$ cat src/rtl/mlp_pkg.sv
// Shared MLP front-end types and the feature averaging helper.
// FFB_ROUND_EN selects round-half-up averaging; default is truncation.
package mlp_pkg;

  localparam int unsigned MLP_NUM_IN   = 6;
  localparam int unsigned MLP_DW       = 8;
  localparam int unsigned AVG_MAX_LOG2 = 4;
  localparam int unsigned SUM_W        = MLP_DW + AVG_MAX_LOG2;
  localparam int unsigned SUM_W1       = SUM_W + 1;

  typedef logic [MLP_DW-1:0] feat_t;
  typedef feat_t feat_vec_t [MLP_NUM_IN];

  // Divide an accumulated sum by 2^log2, saturating to the feature range.
  function automatic feat_t avg_div(input logic [SUM_W-1:0] sum, input int unsigned log2);
    logic [SUM_W1-1:0] tmp;
    tmp = {1'b0, sum};
`ifdef FFB_ROUND_EN
    if (log2 != 0) tmp = tmp + (SUM_W1'(1) << (log2 - 1));
`endif
    tmp = tmp >> log2;
    if (tmp > SUM_W1'(2**MLP_DW - 1)) avg_div = '1;
    else avg_div = feat_t'(tmp);
  endfunction

endpackage

$ cat src/rtl/ffb_ch_accum.sv
// Per-channel sample accumulator: round 0 loads, later rounds add.
// sum_nxt_c exposes the post-update sum so a finishing frame sees its last sample.
module ffb_ch_accum
  import mlp_pkg::*;
#(
  parameter int unsigned DW       = MLP_DW,
  parameter int unsigned AVG_LOG2 = 2
) (
  input  logic                   clk_i,
  input  logic                   rstn_i,
  input  logic                   load_i,
  input  logic                   add_i,
  input  logic [DW-1:0]          data_i,
  output logic [DW+AVG_LOG2-1:0] sum_nxt_c
);

  localparam int unsigned AW = DW + AVG_LOG2;

  logic [AW-1:0] sum_q, sum_d;

  always_comb begin
    sum_d = sum_q;
    if (load_i)     sum_d = AW'(data_i);
    else if (add_i) sum_d = sum_q + AW'(data_i);
  end

  always_ff @(posedge clk_i or negedge rstn_i) begin
    if (!rstn_i) sum_q <= '0;
    else         sum_q <= sum_d;
  end

  assign sum_nxt_c = sum_d;

endmodule

$ cat src/rtl/feature_frame_builder.sv
// Builds averaged NUM_CH-wide feature frames from a channel-ordered sample stream.
// Build option FFB_ROUND_EN switches feature averaging to round-half-up.
module feature_frame_builder
  import mlp_pkg::*;
#(
  parameter int unsigned NUM_CH   = MLP_NUM_IN,
  parameter int unsigned DW       = MLP_DW,
  parameter int unsigned AVG_LOG2 = 2
) (
  input  logic                                                clk_i,
  input  logic                                                rstn_i,
  input  logic                                                clear_i,
  input  logic                                                s_valid_i,
  output logic                                                s_ready_o,
  input  logic [((NUM_CH > 1) ? $clog2(NUM_CH) : 1)-1:0]      s_ch_i,
  input  logic [DW-1:0]                                       s_data_i,
  output logic                                                f_valid_o,
  input  logic                                                f_ready_i,
  output logic [NUM_CH-1:0][DW-1:0]                           feat_o,
  output logic                                                seq_err_o,
  output logic [7:0]                                          err_cnt_o
);

  localparam int unsigned CH_W  = (NUM_CH > 1) ? $clog2(NUM_CH) : 1;
  localparam int unsigned RND_W = (AVG_LOG2 > 0) ? AVG_LOG2 : 1;
  localparam int unsigned AW    = DW + AVG_LOG2;
  localparam logic [CH_W-1:0]  CH_LAST  = CH_W'(NUM_CH - 1);
  localparam logic [RND_W-1:0] RND_LAST = RND_W'((1 << AVG_LOG2) - 1);

  logic [CH_W-1:0]           ch_cnt_q, ch_cnt_d;
  logic [RND_W-1:0]          rnd_cnt_q, rnd_cnt_d;
  logic                      f_valid_q, f_valid_d;
  logic [NUM_CH-1:0][DW-1:0] feat_q, feat_d, feat_c;
  logic                      seq_err_q, seq_err_d;
  logic [7:0]                err_cnt_q, err_cnt_d;

  logic [NUM_CH-1:0]         load_c, add_c;
  logic [NUM_CH-1:0][AW-1:0] sum_nxt;
  logic                      last_pos_c, accept_c, ch_ok_c;

  assign last_pos_c = (ch_cnt_q == CH_LAST) && (rnd_cnt_q == RND_LAST);
  // Stall only the sample that would overwrite a frame still waiting downstream.
  assign s_ready_o  = clear_i || !(last_pos_c && f_valid_q && !f_ready_i);
  assign accept_c   = s_valid_i && s_ready_o && !clear_i;
  assign ch_ok_c    = (s_ch_i == ch_cnt_q);

  // Accumulator strobes; a channel-0 resync sample restarts channel 0.
  always_comb begin
    load_c = '0;
    add_c  = '0;
    if (accept_c) begin
      if (ch_ok_c) begin
        for (int c = 0; c < NUM_CH; c++) begin
          if (ch_cnt_q == CH_W'(c)) begin
            load_c[c] = (rnd_cnt_q == '0);
            add_c[c]  = (rnd_cnt_q != '0);
          end
        end
      end else if (s_ch_i == '0) begin
        load_c[0] = 1'b1;
      end
    end
  end

  for (genvar g = 0; g < NUM_CH; g++) begin : g_ch
    ffb_ch_accum #(.DW(DW), .AVG_LOG2(AVG_LOG2)) u_accum (
      .clk_i     (clk_i),
      .rstn_i    (rstn_i),
      .load_i    (load_c[g]),
      .add_i     (add_c[g]),
      .data_i    (s_data_i),
      .sum_nxt_c (sum_nxt[g])
    );
  end

  always_comb begin
    for (int c = 0; c < NUM_CH; c++) begin
      feat_c[c] = DW'(avg_div(SUM_W'(sum_nxt[c]), AVG_LOG2));
    end
  end

  always_comb begin
    ch_cnt_d  = ch_cnt_q;
    rnd_cnt_d = rnd_cnt_q;
    f_valid_d = f_valid_q;
    feat_d    = feat_q;
    seq_err_d = 1'b0;
    err_cnt_d = err_cnt_q;
    if (clear_i) begin
      ch_cnt_d  = '0;
      rnd_cnt_d = '0;
      f_valid_d = 1'b0;
    end else begin
      if (f_valid_q && f_ready_i) f_valid_d = 1'b0;
      if (accept_c) begin
        if (ch_ok_c) begin
          if (ch_cnt_q == CH_LAST) begin
            ch_cnt_d = '0;
            if (rnd_cnt_q == RND_LAST) begin
              rnd_cnt_d = '0;
              f_valid_d = 1'b1;
              feat_d    = feat_c;
            end else begin
              rnd_cnt_d = rnd_cnt_q + RND_W'(1);
            end
          end else begin
            ch_cnt_d = ch_cnt_q + CH_W'(1);
          end
        end else begin
          seq_err_d = 1'b1;
          if (err_cnt_q != 8'hFF) err_cnt_d = err_cnt_q + 8'd1;
          rnd_cnt_d = '0;
          ch_cnt_d  = (s_ch_i == '0) ? CH_W'(1) : '0;
        end
      end
    end
  end

  always_ff @(posedge clk_i or negedge rstn_i) begin
    if (!rstn_i) begin
      ch_cnt_q  <= '0;
      rnd_cnt_q <= '0;
      f_valid_q <= 1'b0;
      feat_q    <= '0;
      seq_err_q <= 1'b0;
      err_cnt_q <= '0;
    end else begin
      ch_cnt_q  <= ch_cnt_d;
      rnd_cnt_q <= rnd_cnt_d;
      f_valid_q <= f_valid_d;
      feat_q    <= feat_d;
      seq_err_q <= seq_err_d;
      err_cnt_q <= err_cnt_d;
    end
  end

  assign f_valid_o = f_valid_q;
  assign feat_o    = feat_q;
  assign seq_err_o = seq_err_q;
  assign err_cnt_o = err_cnt_q;

endmodule

$ cat config.mk
export PLATFORM = sky130hd
export DESIGN_NAME = feature_frame_builder
export DESIGN_NICKNAME = d
export VERILOG_FILES = /design/src/rtl/mlp_pkg.sv /design/src/rtl/ffb_ch_accum.sv /design/src/rtl/feature_frame_builder.sv
export SDC_FILE = /design/constraint.sdc
export NUM_CORES = 1
export LEC_CHECK = 0
export BUFFER_PORTS_ARGS = -buffer_cell sky130_fd_sc_hd__buf_4
export CAP_MARGIN = 30
export CORE_ASPECT_RATIO = 1.1
export CORE_UTILIZATION = 60
export CTS_CLUSTER_DIAMETER = 100
export CTS_CLUSTER_SIZE = 24
export DETAILED_ROUTE_END_ITERATION = 12
export GPL_TIMING_DRIVEN = 1
export PLACE_DENSITY = 0.81
export SLEW_MARGIN = 5
export SYNTH_ARGS = -nofsm -noshare
export SYNTH_HDL_FRONTEND = slang
export SYNTH_SLANG_ARGS = --single-unit
$ cat constraint.sdc
create_clock -name clk_i -period 3.06 [get_ports clk_i]
set_clock_uncertainty 0.1 [all_clocks]
set_input_delay 0.153 -clock clk_i [delete_from_list [all_inputs] [get_ports clk_i]]
set_output_delay 0.153 -clock clk_i [all_outputs]
set_load 0.03 [all_outputs]
==> summary by stage <==
Die
The count of boundary I/O pins is 75. The die height is 119.2 um. The total die area is 0.01294 mm2.

The die is 108.6 um wide. The total core area is 0.01209 mm2. The initialized floorplan defines 42 standard-cell rows. The initial core utilization is 62.01%.

Run
The number of max-cap violations is 0.

Global routing
The initial antenna violation count is 0. The pin count of the biggest net entering global routing is 63. The first global-routing pass estimated 30450 um of wire.

The via count of the first global-routing pass came to 6133. Across every metal layer, demand over resource in global routing totals 30.95%. Summed over all layers, the global routing overflow is 0.

Critical path
The kind of end point of the critical path is a register. The type of the worst setup path is register to register. STA classifies the critical path startpoint as a register. The depth of the worst register-to-register path is 6. The reg-to-reg startpoint is rnd_cnt_q[0]$_DFFE_PN0P_. The arrival time reported for the critical path endpoint is 2.87 ns. The data required time at the worst endpoint is 3.26 ns. In this run the worst path has a maximum fanout of 8.

The worst register-to-register path ends at feat_o[0]$_DFFE_PN0P_. The flop-to-flop setup slack is 0.39 ns.

Finish
After filler insertion, the fill cell instance count of the layout stands at 878. The final non-filler cell total is 1016. In the final design database the tool counted 924 nets.

The area growth from synthesis to layout is 17.28%. The share of post-route cells with drive strength above 1 is 17.98%. The post-layout utilization of the core is 72.72%. The count of antenna diodes in the layout is 0.

Logic synthesis
Synthesis instantiated 73 different standard cells from the library. The post-synthesis average cell area is 9.658 um2. The post-synthesis instance area is 0.007495 mm2. For this run, the register share of the synthesized area comes to 41.07%. The fraction of registers with async set/reset is 100.0%. By area the synthesized netlist is led by dfrtp_1, ha_1, nand2_1. The synthesized flop and latch total is 123. After synthesis, the largest area contributor takes up 41.07% of total cell area. The dominant register cell in the synthesized netlist is dfrtp_1.

During synthesis, Yosys emitted a total of 0 warnings. The post-synthesis instance total is 776. The number of nets produced by synthesis is 850. In this run, synthesis inferred 0 flip-flops with an integrated enable.

The biggest area contributor in the post-synthesis netlist is dfrtp_1.

STA
The transition at the pin with the smallest max-transition slack is 0.7143 ns. The accumulated negative setup slack is 0 ns. The number of hold violations in the final report is 0. The time the worst path needs with I/O delays and setup is 2.671 ns.

The final max-slew violation count is 0. The final worst setup slack is 0.3894 ns. The achievable clock frequency is 374.5 MHz. The final worst-path cycle share is 87.27%. The setup-violating endpoint count in the final report is 0. Setup repair after global routing left no endpoint under its margin. The worst slew margin relative to its limit is 52.38%. The worst hold slack after final layout is 0.01735 ns.

Clocking
The CTS tree is built. The clock net in this run drives a total of 123 sinks. The number of buffers added for setup after CTS is 0. The number of gates resized after cts is 0.

The TritonCTS buffer count is 17. The largest buffer count on any clock path is 2. The cell at the root of the clock tree is clkbuf_16.

The maximum level of the CTS H-tree is 4. The later pin in the worst-skew pair is clocked with a latency of 0.42 ns. The clock transition at the register clock pins on the worst setup and hold paths after CTS is 0.05 ns.

Power and ir drop
The power density normalized to cell area is 505.4 mW/mm2. The power share of the combinational group is 15.4%. IR analysis of the VDD net gives a maximum drop of 0.3984 mV.

The sequential cell fraction of total power is 39.8%. The switching share of power is 26.63%. The clock network power share is 44.8%. For this design the static power due to leakage is 4.384 nW. Cell internal power was estimated by the tool at 0.003260 W.

The analysis attributes to net switching a power of 0.001183 W.

Worst hold path
The path with the worst hold slack has its endpoint at g_ch[0].u_accum.sum_q[0]$_DFFE_PN0P_. The start point of the worst min-delay path is s_data_i[0]. The class of the tightest hold or removal check is input pin to register. The worst hold path passes through 3 cells.

Routing
The first detailed-routing pass ran for 5 iterations. For this block, the via count after detailed routing is 6377. For this block, the initial DRC count from the detailed router was 460. The detail-routed net length per standard cell is 18.52 um. After detailed routing, the number of remaining DRC violations is 0. The count of antenna-violating nets left after detailed routing is 0. Dividing the detail-routed via count by the number of cells gives 6.277. After detailed routing, the total wire length is 18820 um.

Placed design
Prior to clock tree synthesis, the placed netlist has a worst setup slack of 0.4427 ns. The wire-length estimate of the detail-placed layout is 13110 um. In this run the tool buffered the top-level ports with 74 buffer cells. After detailed placement, the design holds a cell count of 982.

The final weighted congestion in routability-driven placement is 0.9101.

Status
The flow ran to the end, and the final reports show no timing, DRC or antenna violations.
## worst max-delay path by stage
stage                                                    start                      to  depth (start not counted)
after floorplan           g_ch[3].u_accum.sum_q[0]$_DFFE_PN0P_  feat_o[28]$_DFFE_PN0P_                          8
after global placement                rnd_cnt_q[0]$_DFFE_PN0P_   feat_o[2]$_DFFE_PN0P_                          6
after detailed placement              rnd_cnt_q[0]$_DFFE_PN0P_   feat_o[0]$_DFFE_PN0P_                          6
after CTS                             rnd_cnt_q[0]$_DFFE_PN0P_   feat_o[0]$_DFFE_PN0P_                          6
after global routing                  rnd_cnt_q[0]$_DFFE_PN0P_   feat_o[1]$_DFFE_PN0P_                          6
final                                 rnd_cnt_q[0]$_DFFE_PN0P_   feat_o[0]$_DFFE_PN0P_                          6
## state kept, by name (all words and copies together) (netlist names)
register	cells
g_ch.u_accum.sum_q	60
feat_o	48
err_cnt_o	8
ch_cnt_q	3
rnd_cnt_q	2
f_valid_o	1
seq_err_o	1
## layout by cell type (no fill, tap or decap), drive strengths merged, types with 6 or more instances in the layout
| cell type | instances |
|---|---|
| dfrtp | 123 |
| nand3 | 8 |
| xor2 | 23 |
| o31ai | 7 |
| mux2i | 20 |
| a31oi | 11 |
| buf | 84 |
| o21ai | 76 |
| and3 | 7 |
| a21o | 16 |
| a21oi | 43 |
| nor3 | 15 |
| o31a | 6 |
| o21a | 8 |
| nor2 | 68 |
| fa | 6 |
| ha | 52 |
| nand2b | 7 |
| inv | 13 |
| nor2b | 8 |
| clkbuf | 24 |
| nor4 | 6 |
| nand2 | 99 |
| a211oi | 13 |
| mux2 | 22 |
| xnor2 | 14 |
| o211ai | 6 |
## stage by stage
step / instance area, um2 / total power, W
after CTS: 8790 / 0.004456
after detailed placement: 8170 / 0.002459
after global placement: 8170 / 0.002433
after floorplan: 7495 / 0.002215
after global routing: 8790 / 0.004615
final: 8790 / 0.004443
## kinds of logic after synthesis
group | share of synthesized area [%]
AND/OR/NAND/NOR | 16.01
AO/OA/AOI/OAI | 18.78
flip-flops | 41.07
adder cells (fa/ha/maj) | 10.28
buffers and inverters | 3.155
multiplexers | 6.077
XOR/XNOR | 4.624
## area by class of cell
cell class	instances	area, um2	share of cell area, %
inverters	13	48.80	0.5552
clock buffers	24	501.7	5.708
clock inverters	7	87.58	0.9964
multi-input cells	608	4183	47.59
repair buffers	87	698.2	7.943
flip-flops and latches	123	3078	35.02
well taps	154	192.7	2.192
## cells in the mapped netlist (all sizes together) (4+ instances only)
library cell,number
nor3b,5
buf,9
nor2b,8
a21oi,43
a211oi,13
clkbuf,23
a22oi,5
nand2b,7
o21bai,4
nand3,8
a221o,4
fa,6
a21o,16
o31ai,7
and3,7
dfrtp,123
nor2,68
inv,13
ha,52
o211ai,6
o21a,8
nor3,15
o31a,6
mux2,22
o21ai,76
nand2,99
nand4,5
mux2i,20
xor2,23
a31oi,11
or4,5
xnor2,14
nor4,6
## worst max-delay path: stages (launching register included)
cell	delay [ns]
dfrtp_1	0.40
ha_1	0.30
and4bb_2	0.29
a21oi_1	0.42
a21oi_1	0.35
a221o_1	0.41
mux2_2	0.28
## what timing repair did
| action | 4_1_cts | 5_1_grt |
|---|---|---|
| endpoints found under the setup margin | 0 | 0 |
| endpoints found under the hold margin | 48 | 0 |
| hold buffers | 3 | 0 |
## metal layers
layer	global-route usage (%)	vias up	wire, um	share of wire, %
li1	-	2973	-	-
met1	42.29	3116	8100	43
met2	47.11	245	8906	47
met3	6.951	43	1178	6.3
met4	13.26	0	631	3.4
met5	0	-	0	0
## power groups by stage
stage	clock network (W)	registers [W]	logic (W)
3_5_place_dp	0	0.00179	0.000666
6_report	0.00199	0.00177	0.000684
2_1_floorplan	0	0.00185	0.000364
4_1_cts	0.00201	0.00177	0.000677
3_3_place_gp	0	0.00179	0.000644
5_1_grt	0.00209	0.00178	0.000742
Note: power is estimated with default switching activity, not from simulation.
